<file path="src/rtl/conv_window_mac_pkg.sv">
// Shared definitions for the convolution MAC slice: state encoding and
// width helpers reused by the pooling and fully-connected stages.
package conv_window_mac_pkg;

  typedef enum logic [1:0] {ST_IDLE, ST_LOAD, ST_RUN} state_e;

  function automatic int clog2(input int v);
    int r;
    r = 0;
    for (int i = 0; i < 31; i++)
      if ((1 << i) < v) r = i + 1;
    return r;
  endfunction

  // One extra bit so an unsigned pixel times a signed weight always fits.
  function automatic int prod_w(input int dw, input int ww);
    return dw + ww + 1;
  endfunction

  function automatic int sum_w(input int dw, input int ww, input int n);
    return prod_w(dw, ww) + clog2(n);
  endfunction

endpackage

</file>
<file path="src/rtl/conv_window_mac_adder_tree.sv">
// N-input signed sum with a single output register stage.
module adder_tree_reg #(
  parameter int N     = 9,
  parameter int IN_W  = 17,
  parameter int OUT_W = 21
) (
  input  logic                    i_clk,
  input  logic                    i_rst_n,
  input  logic [N-1:0][IN_W-1:0]  i_operands,
  output logic signed [OUT_W-1:0] o_sum
);

  logic signed [OUT_W-1:0] sum_c;

  // Operands are sign-extended to the full sum width before adding;
  // OUT_W is sized so the total cannot overflow.
  always_comb begin
    sum_c = '0;
    for (int e = 0; e < N; e++)
      sum_c = sum_c + OUT_W'($signed(i_operands[e]));
  end

  always_ff @(posedge i_clk or negedge i_rst_n) begin
    if (!i_rst_n) o_sum <= '0;
    else          o_sum <= sum_c;
  end

endmodule

</file>
<file path="src/rtl/conv_window_mac.sv">
// Window x kernel multiply-accumulate with ReLU/saturation; suppresses
// windows that straddle a row boundary using a column counter.
module conv_window_mac import conv_window_mac_pkg::*; #(
  parameter int dataWidth    = 8,
  parameter int kernelWidth  = 3,
  parameter int kernelHeight = 3,
  parameter int imageWidth   = 256,
  parameter int weightWidth  = 8,
  parameter int outWidth     = 16,
  parameter int reluEn       = 1,
  parameter int firstCol     = 1
) (
  input  logic                                        i_clk,
  input  logic                                        i_rst_n,
  input  logic [kernelWidth*kernelHeight*dataWidth-1:0] i_window,
  input  logic                                        i_window_valid,
  input  logic                                        i_frame_start,
  input  logic                                        i_weight_load,
  input  logic [weightWidth-1:0]                      i_weight,
  input  logic                                        i_weight_valid,
  output logic                                        o_weights_ready,
  output logic [outWidth-1:0]                         o_data,
  output logic                                        o_data_valid
);

  localparam int N      = kernelWidth * kernelHeight;
  localparam int PW     = prod_w(dataWidth, weightWidth);
  localparam int SW     = sum_w(dataWidth, weightWidth, N);
  localparam int IW     = clog2(N + 1);
  localparam int CLW    = (imageWidth > 1) ? clog2(imageWidth) : 1;
  localparam int CW     = ((SW > outWidth) ? SW : outWidth) + 1;
  localparam int STAGES = 3;

  state_e                          state;
  logic [IW-1:0]                   idx;
  logic [N-1:0][weightWidth-1:0]   w_q;

  always_ff @(posedge i_clk or negedge i_rst_n) begin
    if (!i_rst_n) begin
      state           <= ST_IDLE;
      idx             <= '0;
      w_q             <= '0;
      o_weights_ready <= 1'b0;
    end else if (i_weight_load) begin
      state           <= ST_LOAD;
      o_weights_ready <= 1'b0;
      if (i_weight_valid) begin
        w_q[0] <= i_weight;
        idx    <= IW'(1);
      end else begin
        idx    <= '0;
      end
    end else if (state == ST_LOAD && i_weight_valid) begin
      for (int e = 0; e < N; e++)
        if (idx == IW'(e)) w_q[e] <= i_weight;
      idx <= idx + 1'b1;
      if (idx == IW'(N - 1)) begin
        state           <= ST_RUN;
        o_weights_ready <= 1'b1;
      end
    end
  end

  logic           acc;
  logic           s0_vld;
  logic [CLW-1:0] col, tag;

  assign acc    = i_window_valid && (state == ST_RUN);
  assign tag    = i_frame_start ? CLW'(firstCol) : col;
  // Until kernelWidth-1 columns of the new row have arrived the window
  // still contains pixels from the previous row.
  assign s0_vld = acc && (tag >= CLW'(kernelWidth - 1));

  always_ff @(posedge i_clk or negedge i_rst_n) begin
    if (!i_rst_n)           col <= CLW'(firstCol);
    else if (acc)           col <= (tag == CLW'(imageWidth - 1)) ? '0 : tag + 1'b1;
    else if (i_frame_start) col <= CLW'(firstCol);
  end

  logic [N-1:0][PW-1:0] prod_c, prod_q;
  logic [STAGES:1]      vld_pipe;

  always_comb begin
    for (int e = 0; e < N; e++)
      prod_c[e] = PW'($signed({1'b0, i_window[e*dataWidth +: dataWidth]}))
                * PW'($signed(w_q[e]));
  end

  always_ff @(posedge i_clk or negedge i_rst_n) begin
    if (!i_rst_n) begin
      prod_q   <= '0;
      vld_pipe <= '0;
    end else begin
      vld_pipe <= {vld_pipe[STAGES-1:1], s0_vld};
      if (acc) prod_q <= prod_c;
    end
  end

  logic signed [SW-1:0] sum_q;

  adder_tree_reg #(.N(N), .IN_W(PW), .OUT_W(SW)) u_tree (
    .i_clk      (i_clk),
    .i_rst_n    (i_rst_n),
    .i_operands (prod_q),
    .o_sum      (sum_q)
  );

  logic signed [CW-1:0] ext, sat_max, sat_min, sat_c;

  always_comb begin
    sat_max = {{(CW-outWidth+1){1'b0}}, {(outWidth-1){1'b1}}};
    sat_min = ~sat_max;
    ext     = (reluEn != 0 && sum_q[SW-1]) ? '0 : CW'(sum_q);
    sat_c   = (ext > sat_max) ? sat_max : ((ext < sat_min) ? sat_min : ext);
  end

  always_ff @(posedge i_clk or negedge i_rst_n) begin
    if (!i_rst_n)            o_data <= '0;
    else if (vld_pipe[2])    o_data <= sat_c[outWidth-1:0];
  end

  assign o_data_valid = vld_pipe[STAGES];

endmodule

</file>
<file path="config.mk">
export PLATFORM = sky130hd
export DESIGN_NAME = conv_window_mac
export DESIGN_NICKNAME = d
export VERILOG_FILES = /design/src/rtl/conv_window_mac_pkg.sv /design/src/rtl/conv_window_mac_adder_tree.sv /design/src/rtl/conv_window_mac.sv
export SDC_FILE = /design/constraint.sdc
export NUM_CORES = 2
export LEC_CHECK = 0
export ABC_AREA = 1
export BUFFER_PORTS_ARGS = -buffer_cell sky130_fd_sc_hd__buf_2
export CAP_MARGIN = 20
export CORE_UTILIZATION = 50
export CTS_CLUSTER_SIZE = 8
export DETAILED_ROUTE_END_ITERATION = 10
export PLACE_DENSITY = 0.74
export SETUP_SLACK_MARGIN = 0.15
export SYNTH_ARGS = -nofsm -noshare
export SYNTH_HDL_FRONTEND = slang
export SYNTH_SLANG_ARGS = --single-unit
</file>
<file path="constraint.sdc">
create_clock -name i_clk -period 4.7 [get_ports i_clk]
set_input_delay 0.47 -clock i_clk [delete_from_list [all_inputs] [get_ports i_clk]]
set_output_delay 0.47 -clock i_clk [all_outputs]
set_load 0.05 [all_outputs]
</file>
# After elaboration in Yosys (flattened, before gate mapping)
# Cells that the tools add are included.
[word_totals]
inputBits = 86
ff_bits = 280
elab_cells = 96
[classes]
n_eq_ne = 12
n_mux = 19
mul = 9
reduce_logical = 17
bitwise_logic = 1
order_cmp = 3
add_sub_neg = 10
[ops]
columns = ["op", "count"]
rows = [
  ["multiplier 9 x 8 -> 17 bit", 9],
  ["adder 21 x 17 -> 21 bit", 6],
  ["two-way mux 8 bit", 7],
  ["two-way mux 16 bit", 2],
  ["AND reduction 3 bit", 9],
  ["less-than comparator 21 x 16 -> 1 bit, second input constant", 1],
  ["> comparator 20 x 15 -> 1 bit, second input constant", 1],
  ["two-way mux 20 bit", 1],
  ["adder 18 x 17 -> 19 bit", 1],
  ["adder 17 x 17 -> 18 bit", 1],
  ["== test 4 x 3 -> 1 bit, second input constant", 4],
  ["adder 8 x 1 -> 8 bit, second input constant", 1],
  ["== test 4 x 2 -> 1 bit, second input constant", 2],
  ["== test 8 bit, second input constant", 1],
  [">= comparator 8 x 2 -> 1 bit, second input constant", 1],
  ["two-way mux 4 bit", 2],
  ["two-way mux 2 bit", 3],
  ["nonzero test 2 bit", 3],
  ["adder 4 x 1 -> 4 bit, second input constant", 1],
  ["== test 4 x 1 -> 1 bit, second input constant", 1],
  ["== test 4 bit, second input constant", 1],
  ["logical NOT 4 bit", 1],
  ["two-way mux 1 bit", 4],
  ["logical AND 1 bit", 3],
  ["other kinds (5)", 5],
]

# Depth between registers and ports, before layout
[depth]
word_depth = 8
ltp_mapped = 25

# Hierarchy
# From an unflattened synthesis, not the netlist that was laid out.
[unflattened]
cells_unflattened = 4931
area_unflattened_um2 = 36895.4
[by_module_without_submodules]
columns = ["module", "instances", "cells_each", "seq_area_each_um2", "area_per_inst_um2"]
rows = [
  ["conv_window_mac", 1, 4425, 6457.4, 32238.4],
  ["adder_tree_reg", 1, 506, 525.5, 4657.0],
]

# Worst setup path after synthesis
# No wires, ideal clock.
[synth_timing]
kind = "input to register"
startpoint = "input port i_window[64]"
endpoint = "register prod_q[146] (netlist name)"
arrival_time_ps = 4108
stages = 15
required_time_ps = 4583
setup_ps = 117
path_buffers = 1
path_slack_ps = 474
cell_sequence = "clkbuf_1 > or2_2 > fa_1 > fa_1 > fa_1 > inv_1 > fa_1 > ha_1 > nand2_1 > nand3_1 > nand2_1 > nand2_1 > or2_2 > nand3_1 > nand2_1"
[synth_via]
elab_chain_cells = 1
[synth_rtl]
columns = ["item", "line_no", "text"]
rows = [
  ["start, declared", "conv_window_mac.sv:15", "input logic [kernelWidth*kernelHeight*dataWidth-1:0] i_window,"],
  ["multiplier 9 x 8 -> 17 bit", "conv_window_mac.sv:86", "* PW'($signed(w_q[e]));"],
  ["end signal, assigned", "conv_window_mac.sv:95", "if (acc) prod_q <= prod_c;"],
  ["end, declared", "conv_window_mac.sv:80", "logic [N-1:0][PW-1:0] prod_c, prod_q;"],
]
# Every way passes these cells.
# A chain may end at the register's enable or synchronous reset.

# Final worst setup path
[layout_timing]
startpoint = "register w_q[31] (netlist name)"
endpoint = "register prod_q[61] (netlist name)"
[layout_via]
elab_chain_cells = 1
[layout_rtl]
columns = ["item", "line_no", "text"]
rows = [
  ["start, declared", "conv_window_mac.sv:36", "logic [N-1:0][weightWidth-1:0] w_q;"],
  ["start signal, assigned by index", "conv_window_mac.sv:55", "if (idx == IW'(e)) w_q[e] <= i_weight;"],
  ["multiplier 9 x 8 -> 17 bit", "conv_window_mac.sv:86", ""],
]
# Every way passes these cells.

==> metrics.txt <==
# TYPE chip_impl_metric gauge
chip_impl_info{name="end_kind",value="flip-flop"} 1
chip_impl_metric{name="vias",unit=""} 29620
chip_impl_metric{name="timing_worst_slew_pin_value",unit="ps"} 1142
chip_impl_metric{name="post-route-cell-area",unit="mm2"} 0.03947
chip_impl_metric{name="post-route-period-util",unit="%"} 91.87
chip_impl_metric{name="floorplan.die.height",unit="um"} 274.5
chip_impl_metric{name="synth_seq_cells",unit=""} 279
chip_impl_metric{name="place_ws",unit="ps"} 327.0
chip_impl_metric{name="setup_total_negative_slack",unit="ps"} 0
chip_impl_metric{name="setup_viol",unit=""} 0
chip_impl_metric{name="final.min_clock_period",unit="ps"} 4318
chip_impl_metric{name="clkTransAtPathRegs",unit="ps"} 60
chip_impl_metric{name="drt-initial-drc-count",unit=""} 1875
chip_impl_metric{name="finalWirelength",unit="um"} 89670
chip_impl_metric{name="yosys_warnings",unit=""} 0
chip_impl_metric{name="placeableCoreArea",unit="mm2"} 0.07321
chip_impl_metric{name="route.detailed.drc",unit=""} 14
chip_impl_metric{name="grt_pass1_vias",unit=""} 29730
chip_impl_metric{name="design.final.nets",unit=""} 5913
chip_impl_metric{name="grt_overflow_total",unit=""} 0
chip_impl_metric{name="io_buffers",unit=""} 103
chip_impl_metric{name="groute.usage.overall",unit="%"} 24.98
chip_impl_info{name="run_status",value="finished with violations"} 1
chip_impl_metric{name="dpl.hpwl",unit="um"} 72530
chip_impl_metric{name="ctsLongestPathBuffers",unit=""} 3
chip_impl_info{name="root_buffer",value="sky130_fd_sc_hd__clkbuf_16"} 1
chip_impl_metric{name="max_cap_viol_count",unit=""} 0
chip_impl_info{name="most-common-layout-cells",value="sky130_fd_sc_hd__nand2_1, sky130_fd_sc_hd__inv_1, sky130_fd_sc_hd__fa_1"} 1
chip_impl_metric{name="firstDrtPassIters",unit=""} 8
chip_impl_info{name="netlist_top_cells_area",value="sky130_fd_sc_hd__fa_1, sky130_fd_sc_hd__dfrtp_1, sky130_fd_sc_hd__nand2_1, sky130_fd_sc_hd__ha_1, sky130_fd_sc_hd__inv_1"} 1
chip_impl_metric{name="cts_made_buffers",unit=""} 42
chip_impl_metric{name="areaGrowthSynthToFinish",unit="%"} 6.284
chip_impl_metric{name="mappedNetlistNets",unit=""} 5930
chip_impl_info{name="hold_path.class",value="in2reg"} 1
chip_impl_metric{name="fin_worst_skew",unit="ps"} 24.86
chip_impl_metric{name="worstPathArrival",unit="ps"} 4770
chip_impl_metric{name="fraction_of_final_layout_cells_with_drive_strength_greater_than_1",unit="%"} 5.131
chip_impl_metric{name="grt_start_max_net_pins",unit=""} 143
chip_impl_info{name="timing.critical_path.from_type",value="flip-flop"} 1
chip_impl_metric{name="final_critical_path_setup_slack",unit="ps"} 382.3
chip_impl_metric{name="worst-path-buf-inv",unit=""} 2
chip_impl_metric{name="gpl.final_weighted_congestion",unit=""} 0.9399
chip_impl_metric{name="slew_violations",unit=""} 0
chip_impl_metric{name="cp.required",unit="ps"} 5150
chip_impl_metric{name="drt_wl_cell",unit="um"} 15.12
chip_impl_metric{name="antenna_found_initial",unit=""} 4
chip_impl_info{name="path_delay_family",value="adder cells"} 1
chip_impl_metric{name="die_area",unit="mm2"} 0.07536
chip_impl_metric{name="yosysSeqAreaShare",unit="%"} 18.80
chip_impl_info{name="timing_worst_setup_path_type",value="reg2reg"} 1
chip_impl_metric{name="synth_top_area_share",unit="%"} 23.67
chip_impl_metric{name="critical_path.max_fanout",unit=""} 9
chip_impl_metric{name="post_cts.repair.setup_buffers",unit=""} 0
chip_impl_metric{name="timing.max_slew.rel_slack",unit="%"} 23.80
chip_impl_metric{name="clock_insertion_delay_worst_skew",unit="ps"} 570
chip_impl_metric{name="power_density",unit="mW/mm2"} 406.4
chip_impl_metric{name="report.power.total",unit="mW"} 16.04
chip_impl_metric{name="avgSynthCellArea",unit="um2"} 7.467
chip_impl_metric{name="syn_inst",unit=""} 4973
chip_impl_info{name="setup_repair_after_global_routing_missed_its_margin",value="true"} 1
chip_impl_metric{name="max_stage_delay",unit="ps"} 520
chip_impl_info{name="tritoncts",value="built"} 1
chip_impl_metric{name="cts-htree-levels",unit=""} 2
chip_impl_metric{name="avgViaCountPerCell",unit=""} 4.995
chip_impl_info{name="mostFrequentLayoutCell",value="sky130_fd_sc_hd__nand2_1"} 1
chip_impl_metric{name="vdd_drop_max",unit="uV"} 314.8
chip_impl_info{name="cp_slowest_cell",value="sky130_fd_sc_hd__fa_1"} 1
chip_impl_metric{name="die_w",unit="um"} 274.5
chip_impl_metric{name="final_core_utilization",unit="%"} 53.91
chip_impl_info{name="synth.largest_area_cell",value="sky130_fd_sc_hd__fa_1"} 1
chip_impl_metric{name="placed_area",unit="mm2"} 0.03824
chip_impl_metric{name="max_clock_freq",unit="GHz"} 0.2316
chip_impl_metric{name="synth_cell_types",unit=""} 37
chip_impl_metric{name="boundaryPins",unit=""} 104
chip_impl_info{name="violations",value="DRC"} 1
chip_impl_metric{name="floorplan.rows",unit=""} 99
chip_impl_info{name="worstPathCellList",value="clkinv_1 > or2_2 > fa_1 > fa_1 > fa_1 > fa_1 > inv_1 > ha_1 > nand2_1 > nand3_1 > nand2_1 > nand2_1 > or2_2 > nand3_1 > nand2_1"} 1
chip_impl_metric{name="synth.cell_area",unit="mm2"} 0.03713
chip_impl_metric{name="grt_first_pass_wirelength",unit="um"} 150300
chip_impl_metric{name="initial_core_util",unit="%"} 50.73
chip_impl_metric{name="ant_nets",unit=""} 0
chip_impl_metric{name="cellLeakagePower",unit="nW"} 23.73
chip_impl_metric{name="timing.final.hold_violations",unit=""} 0
chip_impl_metric{name="cts_sinks",unit=""} 279
## worst register-to-register path: stages (launching register included)
cell and delay [ps]:
sky130_fd_sc_hd__dfrtp_1 370, sky130_fd_sc_hd__clkinv_1 270, sky130_fd_sc_hd__or2_2 380, sky130_fd_sc_hd__fa_1 450, sky130_fd_sc_hd__fa_1 510, sky130_fd_sc_hd__fa_1 420
sky130_fd_sc_hd__fa_1 520, sky130_fd_sc_hd__inv_1 50, sky130_fd_sc_hd__ha_1 350, sky130_fd_sc_hd__nand2_1 110, sky130_fd_sc_hd__nand3_1 210, sky130_fd_sc_hd__nand2_1 110
sky130_fd_sc_hd__nand2_1 60, sky130_fd_sc_hd__or2_2 270, sky130_fd_sc_hd__nand3_1 70, sky130_fd_sc_hd__nand2_1 60
## layer usage
layer / track usage [%] / vias up / wire length (um)
li1: - / 14600 / -
met1: 33.55 / 14140 / 39530
met2: 41.95 / 710 / 42560
met3: 2.478 / 166 / 4206
met4: 8.918 / 6 / 3343
met5: 0 / - / 33
## cells by family after synthesis
group	after synthesis	share of synthesized area [%]
and+or+nand+nor	2000	22.19
xor gates and xnor gates	62	1.462
DFF	279	18.80
buffers and inverters	1475	15.19
AOI/OAI and AO/OA	286	4.134
adders and majority gates	871	38.22
## power by group
part | switching, mW | total (mW) | internal (mW)
logic | 6.29 | 10.2 | 3.87
clock network | 1.12 | 2.86 | 1.74
registers | 0.392 | 3.03 | 2.64
total | 7.80 | 16.0 | 8.24
## cell usage after synthesis
library cell,instances
sky130_fd_sc_hd__buf_6,9
sky130_fd_sc_hd__and2_1,5
sky130_fd_sc_hd__nand2_1,1480
sky130_fd_sc_hd__nand3_4,2
sky130_fd_sc_hd__ha_1,432
sky130_fd_sc_hd__o21ai_0,115
sky130_fd_sc_hd__a21oi_1,89
sky130_fd_sc_hd__clkbuf_1,144
sky130_fd_sc_hd__or2_2,50
sky130_fd_sc_hd__nand4_2,1
sky130_fd_sc_hd__buf_2,29
sky130_fd_sc_hd__nor2_8,1
sky130_fd_sc_hd__o21bai_1,4
sky130_fd_sc_hd__nand4_4,4
sky130_fd_sc_hd__nand3_1,197
sky130_fd_sc_hd__dfstp_2,1
sky130_fd_sc_hd__nor3_1,12
sky130_fd_sc_hd__nor4_1,6
sky130_fd_sc_hd__inv_1,1288
sky130_fd_sc_hd__o21ai_2,14
sky130_fd_sc_hd__nand2_2,1
sky130_fd_sc_hd__xnor2_1,32
sky130_fd_sc_hd__nand4_1,46
sky130_fd_sc_hd__nand3_2,3
sky130_fd_sc_hd__inv_2,2
sky130_fd_sc_hd__o21a_1,4
sky130_fd_sc_hd__nor2_1,180
sky130_fd_sc_hd__o21ai_1,37
sky130_fd_sc_hd__nor4_4,1
sky130_fd_sc_hd__nand3b_1,11
sky130_fd_sc_hd__o22ai_1,21
sky130_fd_sc_hd__a21oi_2,1
sky130_fd_sc_hd__xor2_1,30
sky130_fd_sc_hd__a31oi_1,1
sky130_fd_sc_hd__clkinv_1,3
sky130_fd_sc_hd__fa_1,439
sky130_fd_sc_hd__dfrtp_1,278
## registers in the layout, indices dropped and copies added, names as in the netlist
signal / cells
col: 8
idx: 4
o_data: 16
o_weights_ready: 1
prod_q: 153
state: 1
u_tree.o_sum: 21
vld_pipe: 3
w_q: 72
## stage by stage
step / cells / hold slack, ps
after floorplan: 4973 / 174.4
after global placement: 5869 / 372.7
after detailed placement: 5870 / 369.5
after CTS: 5929 / 102.5
after global routing: 5929 / 196.2
final: 5930 / 128.2
## final cells by class
class,count,area [um2]
Antenna cell,1,2.502
Clock buffer,55,1151
Clock inverter,3,43.79
Fill cell,6930,33740
Inverter,1293,4856
Multi-Input combinational cell,3219,24540
Sequential cell,279,6983
Tap cell,959,1200
Timing Repair Buffer,121,695.7
## final timing paths
kind | slack [ps] | cells after the start | to | startpoint
max | 380 | 15 | prod_q[61]$_DFFE_PN0P_ | w_q[31]$_DFFE_PN0P_
min | 130 | 3 | w_q[63]$_DFFE_PN0P_ | i_weight[7]
max reg2reg | 380 | 15 | prod_q[61]$_DFFE_PN0P_ | w_q[31]$_DFFE_PN0P_
min reg2reg | 480 | 2 | o_data[15]$_DFFE_PN0P_ | o_data[15]$_DFFE_PN0P_
max in group asynchronous | 3060 | 3 | col[7]$_DFF_PN0_ | i_rst_n
min in group asynchronous | 390 | 2 | prod_q[142]$_DFFE_PN0P_ | i_rst_n
## repair_timing
action,4_1_cts,5_1_grt
endpoints found under the setup margin,0,6
hold buffers,1,0
resized for setup,0,5
endpoints found under the hold margin,32,0
(Power assumes the default switching activity.)
